<file path="src/rtl/jtag_tap_ctrl.sv">
// jtag_tap_ctrl
// TAP controller for the JTAG core. It contains the 16-state TAP state machine,
// the 4-bit instruction register with its shift stage, and the 1-bit bypass
// register. It produces the instruction selects, the DR/IR strobes and the TDO
// multiplexer. The state machine and shift registers use the rising edge of TCK.
// The instruction register and the TDO launch flops use the falling edge of TCK.
module jtag_tap_ctrl #(
  parameter logic [3:0] IR_RESET   = 4'h5,
  parameter logic [3:0] IR_CAPTURE = 4'b0001
) (
  input  logic       TCK,
  input  logic       TRST,
  input  logic       TMS,
  input  logic       TDI,
  output logic       TDO,
  output logic       TDO_EN,
  output logic       TLR,
  output logic       RTI,
  output logic       CAPTUREDR,
  output logic       SHIFTDR,
  output logic       UPDATEDR,
  output logic       CAPTUREIR,
  output logic       SHIFTIR,
  output logic       UPDATEIR,
  output logic       BYPASS_SELECT,
  output logic       SAMPLE_SELECT,
  output logic       EXTEST_SELECT,
  output logic       INTEST_SELECT,
  output logic       RUNBIST_SELECT,
  output logic       CLAMP_SELECT,
  output logic       IDCODE_SELECT,
  output logic       USERCODE_SELECT,
  output logic       HIGHZ_SELECT,
  input  logic       BSR_TDO,
  input  logic       ID_REG_TDO,
  input  logic       USER_REG_TDO,
  output logic [3:0] IR_VALUE
);

  typedef enum logic [3:0] {
    S_TLR    = 4'd0,
    S_RTI    = 4'd1,
    S_SEL_DR = 4'd2,
    S_CAP_DR = 4'd3,
    S_SH_DR  = 4'd4,
    S_EX1_DR = 4'd5,
    S_PAU_DR = 4'd6,
    S_EX2_DR = 4'd7,
    S_UPD_DR = 4'd8,
    S_SEL_IR = 4'd9,
    S_CAP_IR = 4'd10,
    S_SH_IR  = 4'd11,
    S_EX1_IR = 4'd12,
    S_PAU_IR = 4'd13,
    S_EX2_IR = 4'd14,
    S_UPD_IR = 4'd15
  } tap_state_t;

  tap_state_t state_reg;
  logic [3:0] ir_sh_reg;
  logic [3:0] ir_reg;
  logic       bypass_reg;
  logic       ir_tdo_reg;
  logic       byp_tdo_reg;
  logic       tdo_en_reg;

  // One decode line per defined code. Codes 8..F fall through to BYPASS.
  logic [7:0] code_hit;
  logic       byp_path;
  logic       tdo_dr;

  // TAP state machine: advances on the rising edge of TCK and follows TMS
  always_ff @(posedge TCK or negedge TRST) begin
    if (!TRST) begin
      state_reg <= S_TLR;
    end else begin
      case (state_reg)
        S_TLR:    state_reg <= TMS ? S_TLR    : S_RTI;
        S_RTI:    state_reg <= TMS ? S_SEL_DR : S_RTI;
        S_SEL_DR: state_reg <= TMS ? S_SEL_IR : S_CAP_DR;
        S_CAP_DR: state_reg <= TMS ? S_EX1_DR : S_SH_DR;
        S_SH_DR:  state_reg <= TMS ? S_EX1_DR : S_SH_DR;
        S_EX1_DR: state_reg <= TMS ? S_UPD_DR : S_PAU_DR;
        S_PAU_DR: state_reg <= TMS ? S_EX2_DR : S_PAU_DR;
        S_EX2_DR: state_reg <= TMS ? S_UPD_DR : S_SH_DR;
        S_UPD_DR: state_reg <= TMS ? S_SEL_DR : S_RTI;
        S_SEL_IR: state_reg <= TMS ? S_TLR    : S_CAP_IR;
        S_CAP_IR: state_reg <= TMS ? S_EX1_IR : S_SH_IR;
        S_SH_IR:  state_reg <= TMS ? S_EX1_IR : S_SH_IR;
        S_EX1_IR: state_reg <= TMS ? S_UPD_IR : S_PAU_IR;
        S_PAU_IR: state_reg <= TMS ? S_EX2_IR : S_PAU_IR;
        S_EX2_IR: state_reg <= TMS ? S_UPD_IR : S_SH_IR;
        S_UPD_IR: state_reg <= TMS ? S_SEL_DR : S_RTI;
        default:  state_reg <= S_TLR;
      endcase
    end
  end

  // State strobes are decoded straight from the state register
  always_comb begin
    TLR       = (state_reg == S_TLR);
    RTI       = (state_reg == S_RTI);
    CAPTUREDR = (state_reg == S_CAP_DR);
    SHIFTDR   = (state_reg == S_SH_DR);
    UPDATEDR  = (state_reg == S_UPD_DR);
    CAPTUREIR = (state_reg == S_CAP_IR);
    SHIFTIR   = (state_reg == S_SH_IR);
    UPDATEIR  = (state_reg == S_UPD_IR);
  end

  // IR shift stage: capture a fixed pattern, shift LSB-first toward TDO
  always_ff @(posedge TCK or negedge TRST) begin
    if (!TRST) begin
      ir_sh_reg <= 4'h0;
    end else if (state_reg == S_CAP_IR) begin
      ir_sh_reg <= IR_CAPTURE;
    end else if (state_reg == S_SH_IR) begin
      ir_sh_reg <= {TDI, ir_sh_reg[3:1]};
    end
  end

  // Bypass bit: active for BYPASS and for CLAMP/HIGHZ, which also use it as their DR
  always_ff @(posedge TCK or negedge TRST) begin
    if (!TRST) begin
      bypass_reg <= 1'b0;
    end else if (byp_path && (state_reg == S_CAP_DR)) begin
      bypass_reg <= 1'b0;
    end else if (byp_path && (state_reg == S_SH_DR)) begin
      bypass_reg <= TDI;
    end
  end

  // Instruction register updates on the falling edge. The new selects therefore
  // settle half a cycle before the FSM leaves UPD_IR.
  always_ff @(negedge TCK or negedge TRST) begin
    if (!TRST) begin
      ir_reg <= IR_RESET;
    end else if (state_reg == S_UPD_IR) begin
      ir_reg <= ir_sh_reg;
    end else if (state_reg == S_TLR) begin
      ir_reg <= IR_RESET;
    end
  end

  // Falling-edge launch of serial data so the host can sample on the rising edge
  always_ff @(negedge TCK or negedge TRST) begin
    if (!TRST) begin
      ir_tdo_reg  <= 1'b0;
      byp_tdo_reg <= 1'b0;
      tdo_en_reg  <= 1'b0;
    end else begin
      ir_tdo_reg  <= ir_sh_reg[0];
      byp_tdo_reg <= bypass_reg;
      tdo_en_reg  <= (state_reg == S_SH_DR) || (state_reg == S_SH_IR);
    end
  end

  // One equality compare per defined instruction code 0..7
  generate
    for (genvar gi = 0; gi < 8; gi++) begin : g_code
      assign code_hit[gi] = (ir_reg == 4'(gi));
    end
  endgenerate

  assign EXTEST_SELECT   = code_hit[0];
  assign SAMPLE_SELECT   = code_hit[1];
  assign INTEST_SELECT   = code_hit[2];
  assign RUNBIST_SELECT  = code_hit[3];
  assign CLAMP_SELECT    = code_hit[4];
  assign IDCODE_SELECT   = code_hit[5];
  assign USERCODE_SELECT = code_hit[6];
  assign HIGHZ_SELECT    = code_hit[7];
  assign BYPASS_SELECT   = ir_reg[3];

  assign byp_path = BYPASS_SELECT || CLAMP_SELECT || HIGHZ_SELECT;
  assign IR_VALUE = ir_reg;
  assign TDO_EN   = tdo_en_reg;

  // TDO mux: IR path while shifting IR, otherwise the DR chosen by the instruction
  always_comb begin
    tdo_dr = byp_tdo_reg;
    if (SAMPLE_SELECT || EXTEST_SELECT || INTEST_SELECT) begin
      tdo_dr = BSR_TDO;
    end else if (IDCODE_SELECT) begin
      tdo_dr = ID_REG_TDO;
    end else if (USERCODE_SELECT) begin
      tdo_dr = USER_REG_TDO;
    end
    TDO = 1'b0;
    if (tdo_en_reg) begin
      TDO = (state_reg == S_SH_IR) ? ir_tdo_reg : tdo_dr;
    end
  end

endmodule

</file>
<file path="config.mk">
export PLATFORM = sky130hd
export DESIGN_NAME = jtag_tap_ctrl
export DESIGN_NICKNAME = d
export VERILOG_FILES = /design/src/rtl/jtag_tap_ctrl.sv
export SDC_FILE = /design/constraint.sdc
export NUM_CORES = 1
export LEC_CHECK = 0
export CORE_MARGIN = 10
export CORE_UTILIZATION = 25
export DETAILED_ROUTE_END_ITERATION = 6
export GPL_ROUTABILITY_DRIVEN = 0
export GPL_TIMING_DRIVEN = 0
export HOLD_SLACK_MARGIN = 0.06
export PLACE_DENSITY = 0.46
export RECOVER_POWER = 100
export SLEW_MARGIN = 10
export SYNTH_ARGS = -nofsm -noshare
export SYNTH_HDL_FRONTEND = slang
export SYNTH_SLANG_ARGS = --single-unit
</file>
<file path="constraint.sdc">
create_clock -name TCK -period 1.5 [get_ports TCK]
set_clock_uncertainty 0.05 [all_clocks]
set_input_delay 0.3 -clock TCK [delete_from_list [all_inputs] [get_ports TCK]]
set_output_delay 0.3 -clock TCK [all_outputs]
set_load 0.05 [all_outputs]
</file>
==> run summary, run 1 <==
Status = finished, violations left
Failing checks = negative setup slack
Layout area overhead = 122%
Drt via density = 4.61
Post-Synthesis Cell Area = 1070 sq um
Sw Share = 44.0%
Register bit total from synthesis = 16
Final worst slack = -1.21 ns
Main synth FF type = dfrtp_1
Crit path launch type = flip-flop
Synth top area cells = dfrtp_1, dfrtn_1, nand2b_1, dfstp_2, nor4_4
Pint = 0.00283 W
Maximum VDD drop = 0.845 mV
Mapped Nets = 126
RSZ-0062 raised after global routing = true
Antenna violations before repair = 0
Fillers = 323
Critical path buffer and inverter count = 2
Worst relative slew slack = 70.9%
GRT overflow = 0
CP delay by family, top = flip-flops
Post-DP HPWL = 2.31 mm
Drt first-iter violations = 62
Clk slew on worst S/H paths = 0.06 ns
Largest area contributor in the netlist = dfrtp_1
Final net count = 215
Seq pwr share = 14.6%
Crit-path slowest cell = dfstp_2
H-Tree Depth = 1
Seq/Total Area, Yosys = 37.7%
CTS Buf Count = 3
Power per Cell Area = 2140 nW/um^2
Worst R2R Setup Slack = -0.85 ns
Antenna diodes = 0
Vias = 1,185
Gate Count Post-Synth = 119
M2 GR Usage = 15.8%
Die height = 85.3 microns
GR met3 Demand/Resource = 2.77%
Critical path data required time = 1.15 ns
Area of the multi-input gates = 774 sq um
Max-Cap Viols = 0
Layout cell share with drive strength beyond 1 = 63.8%
Hold WC Path Type = input pin to flip-flop
Largest net degree at the start of global routing = 17
Clk_lat worst skew = 0.31 ns
Vias in the first global route = 1,137
DR WL/cell = 14.4 microns
1st-pass router iterations = 4
Final std cells w/o fill = 257
Crit path arrival time = 2.36 ns
Port bufs = 29
Remaining DRCs = 0
Synth cell types = 38
Critical Path Fanout Max = 6
Yosys warns = 0
First-pass GRT wire length = 5.69 mm
CTS Buffer Depth = 2
CP Capture Type = output pin
Final hold violations = 0
Sink Count = 16
Die ar. = 7280 sq um
Crit path cell chain = clkbuf_16 -> nand2b_4 -> o22a_1 -> o22ai_2 -> a31oi_4 -> buf_6
Final setup violation count = 30
Total track usage = 9.30%
GR Util met1 = 11.4%
Synth top area share = 21.1%
Synth Area per Inst = 8.97 sq um
GRT Max-Usage Layer = met2
NetSw = 0.00223 W
Core Area = 4060 sq um
Worst slew pin tran = 0.435 ns
Total Wirelength = 3.70 mm
CTS Root Buffer Type = clkbuf_8
Final antenna-violating net count = 0
Std-Cell Rows = 23
Clock Power Share = 6.8%
Max stage delay on crit path = 0.54 ns
P_leak = 1.07 nW
WS Path Type = flip-flop to output pin
Reg area = 403 sq um
Die W = 85.3 microns
I/O pin count = 30
Initial core utilization = 26.3%
EDFF count, synth = 0
TritonCTS clock tree = built
Comb pwr share = 78.7%
Final core occ = 58.4%
Max-slew violations = 0
Post-Place Cells = 198
Final total power = 0.00506 W
Async SR Flop Fraction = 100%
==> stage by stage <==
stage          hold slack [ns]  setup slack, ns  instance area [sq um]  setup TNS [ns]
2_1_floorplan          -0.0456            -1.21                   1290          -16.95
3_3_place_gp             0.430            -1.55                   1640          -29.16
3_5_place_dp             0.436            -1.58                   1640          -29.49
4_1_cts                  0.191            -1.23                   2110          -18.57
5_1_grt                  0.419            -1.28                   2370          -21.51
6_report                 0.394            -1.21                   2370          -19.51
==> cells in the mapped netlist (all sizes together), types with 2 or more instances <==
| cell | instances |
|---|---|
| buf | 13 |
| o21ai | 13 |
| nand2 | 12 |
| dfrtp | 9 |
| nand2b | 9 |
| nor2 | 6 |
| nor3 | 6 |
| dfrtn | 5 |
| inv | 5 |
| a21oi | 4 |
| a31oi | 4 |
| or2 | 4 |
| nor4 | 3 |
| o22a | 3 |
| o22ai | 3 |
| a22o | 2 |
| dfstp | 2 |
| nand3b | 2 |
| nor2b | 2 |
| o21a | 2 |
==> path summary, 6_finish.rpt <==
| check | startpoint | endpoint | cells past startpoint |
|---|---|---|---|
| setup / recovery | IR_VALUE[2]$_DFFE_NN1P_ | TDO | 6 |
| hold / removal | TMS | state_reg[2]$_DFF_PN0_ | 2 |
| setup reg to reg | IR_VALUE[0]$_DFFE_NN1P_ | bypass_reg$_DFFE_PN0P_ | 8 |
| hold reg to reg | ir_sh_reg[2]$_DFFE_PN0P_ | ir_sh_reg[2]$_DFFE_PN0P_ | 2 |
| max in group asynchronous | TRST | bypass_reg$_DFFE_PN0P_ | 2 |
| min in group asynchronous | TRST | IR_VALUE[3]$_DFFE_NN0P_ | 1 |
==> cells in the final DEF (no fill, tap or decap), drive strengths merged, types with 2 or more instances in the layout <==
cell and instances:
dfrtn 5, nor3 6, o21ai 13, o22ai 3
a21oi 4, or2 4, dfrtp 9, nand2 12
o21a 2, a31oi 4, nand2b 9, a22o 2
nand3b 2, nor2b 2, nor2 6, inv 6
dfstp 2, o22a 3, buf 88, nor4 3
clkdlybuf4s50 4, clkbuf 6
==> what timing repair did <==
item / CTS / global route
cloned: 1 / 0
hold buffers: 0 / 1
pin swaps: 10 / 13
gates resized for setup: 193 / 31
endpoints found under the setup margin: 36 / 35
setup buffers: 30 / 30
endpoints found under the hold margin: 0 / 9
==> cell type report <==
class | count | share of cell area [%]
tap | 50 | 2.64
inverter | 4 | 1.11
sequential | 16 | 17.0
multi-input combinational | 84 | 32.7
buffer | 13 | 7.13
clock buffer | 3 | 1.74
clock inverter | 3 | 0.475
timing repair buffer | 84 | 37.2
==> layer usage <==
metal  up-vias  routed length, microns
li1        599                       -
met1       557                    1630
met2        27                    1850
met3         2                     198
met4         0                      12
met5         -                       0
==> power groups by stage <==
stage | combinational (W) | sequential, W | clock (W)
4_1_cts | 0.00344 | 0.000740 | 0.000356
3_3_place_gp | 0.00259 | 0.000734 | 0.0000125
5_1_grt | 0.00421 | 0.000762 | 0.000379
2_1_floorplan | 0.00190 | 0.000856 | 0.0000125
3_5_place_dp | 0.00261 | 0.000742 | 0.0000125
6_report | 0.00398 | 0.000737 | 0.000343
==> logic make-up (layout without fill, tap and decap cells) <==
| logic type | count (synthesis) | in the layout | share of synthesized area, % |
|---|---|---|---|
| AO/OA/AOI/OAI | 35 | 35 | 22.2 |
| XOR/XNOR | 1 | 1 | 0.821 |
| buffers and inverters | 19 | 107 | 10.6 |
| flip-flops | 16 | 16 | 37.7 |
| AND/OR/NAND/NOR | 48 | 48 | 28.7 |
No activity file was read; power rests on OpenSTA's default activity.
==> inputs of run 2 (changes only) <==
- CAP_MARGIN: default -> 20
- PLACE_DENSITY: 0.46 -> 0.5
==> run summary, run 2 (synthesis gave the netlist of run 1 again) <==
RSZ-0062 raised after global routing = true
Hold Worst Slack = 0.0965 ns
Worst relative slew slack = 41.1%
Critical path buffer and inverter count = 2
Power per Cell Area = 2170 nW/um^2
RR Startpoint = IR_VALUE[1]$_DFFE_NN0P_
Clk slew on worst S/H paths = 0.07 ns
Critical Path End = TDO
Total track usage = 10.0%
Reg area = 403 sq um
Total Wirelength = 3.85 mm
Final setup violation count = 32
Drt first-iter violations = 31
GRT overflow = 0
Antenna violations before repair = 0
Final antenna-violating net count = 0
Status = finished, violations left
Antenna diodes = 0
H-Tree Depth = 1
P_leak = 1.06 nW
CP Capture Type = output pin
Vias in the first global route = 1,288
Worst R2R End = bypass_reg$_DFFE_PN0P_
Core Area = 4060 sq um
Max-slew violations = 0
Drt via density = 4.80
Area of the multi-input gates = 777 sq um
CP delay by family, top = flip-flops
Remaining DRCs = 0
Crit path arrival time = 2.37 ns
Critical path data required time = 1.15 ns
DR WL/cell = 15.4 microns
Sink Count = 16
Leading cell type in the layout, fill and taps excluded = buf_6
Worst slew pin tran = 0.884 ns
Std-Cell Rows = 23
CTS Buffer Depth = 2
Port bufs = 29
Worst R2R Setup Slack = -0.77 ns
Post-route cell area = 2350 sq um
Placed inst area = 1640 sq um
Crit-path slowest cell = dfstp_2
Die height = 85.3 microns
Post-DP HPWL = 2.32 mm
Hold buffers post-CTS = 0
Max stage delay on crit path = 0.54 ns
Final net count = 208
Crit path cell chain = clkbuf_16 -> nand2b_4 -> o22a_1 -> o22ai_2 -> a31oi_4 -> buf_6
Critical Path Fanout Max = 5
Maximum VDD drop = 1.06 mV
Fillers = 333
Most frequent cells in the layout = buf_6, buf_4, buf_8
Fin Setup TNS = -19.20 ns
Setup crit start = IR_VALUE[2]$_DFFE_NN1P_
Crit. path cell count = 6
1st-pass router iterations = 4
Layout area overhead = 120%
Pre-CTS setup slack = -1.57 ns
CTS Buf Count = 3
Vias = 1,201
Final hold violations = 0
TritonCTS clock tree = built
Failing checks = negative setup slack
Max-Cap Viols = 0
Die ar. = 7280 sq um
Final total power = 0.00509 W
First-pass GRT wire length = 6.24 mm
CTS Root Buffer Type = clkbuf_8
R2R cell count = 6
Final worst slack = -1.22 ns
Layout cell share with drive strength beyond 1 = 65.0%
Hold WC Path Type = input pin to async pin
Clk_lat worst skew = 0.31 ns
WS Path Type = flip-flop to output pin
Initial core utilization = 26.3%
Largest net degree at the start of global routing = 17
Crit path launch type = flip-flop
I/O pin count = 30
Die W = 85.3 microns
==> run 2: report_power, final <==
| part | total [W] | switching, W | leakage, nW | internal, W |
|---|---|---|---|---|
| combinational | 0.00390 | 0.00194 | 0.814 | 0.00196 |
| sequential | 0.000748 | 0.000128 | 0.200 | 0.000620 |
| clock | 0.000437 | 0.000162 | 0.0450 | 0.000275 |
| total | 0.00509 | 0.00223 | 1.06 | 0.00285 |
==> run 2: per-stage QoR <==
step	cells	utilization, %
floorplan	119	-
global placement	198	40.5
detailed placement	198	40.5
CTS	234	52.4
global route	250	57.9
finish	250	57.9
==> run 2: cell type report <==
| type | instances | area share, % |
|---|---|---|
| timing repair buffer | 78 | 36.0 |
| tap | 50 | 2.66 |
| buffer | 12 | 7.30 |
| clock buffer | 3 | 1.76 |
| sequential | 16 | 17.2 |
| inverter | 4 | 1.01 |
| multi-input combinational | 84 | 33.1 |
| clock inverter | 3 | 1.07 |
==> run 2: repair_timing <==
action,CTS,global route
setup endpoints to repair,36,36
setup buffers,30,20
resized for setup,192,34
gates cloned,2,0
pin swaps,9,8
==> run 2: how the worst min path moves through the flow <==
| stage | startpoint | end | slack [ns] | cells past startpoint |
|---|---|---|---|---|
| after floorplan | TRST | bypass_reg$_DFFE_PN0P_ | -0.05 | 0 |
| after global placement | bypass_reg$_DFFE_PN0P_ | bypass_reg$_DFFE_PN0P_ | 0.43 | 2 |
| after detailed placement | bypass_reg$_DFFE_PN0P_ | bypass_reg$_DFFE_PN0P_ | 0.44 | 2 |
| after CTS | TRST | state_reg[2]$_DFF_PN0_ | 0.19 | 1 |
| after global routing | TRST | ir_sh_reg[2]$_DFFE_PN0P_ | 0.17 | 1 |
| final | TRST | ir_sh_reg[2]$_DFFE_PN0P_ | 0.1 | 1 |
==> run 2: routing by layer <==
metal,wire (microns),track usage (%),part of all wire [%],vias to the layer above
li1,-,-,-,583
met1,1550,11.0,40,587
met2,2110,19.3,55,29
met3,155,2.01,4.0,2
met4,31,1.95,0.81,0
met5,0,0,0,-
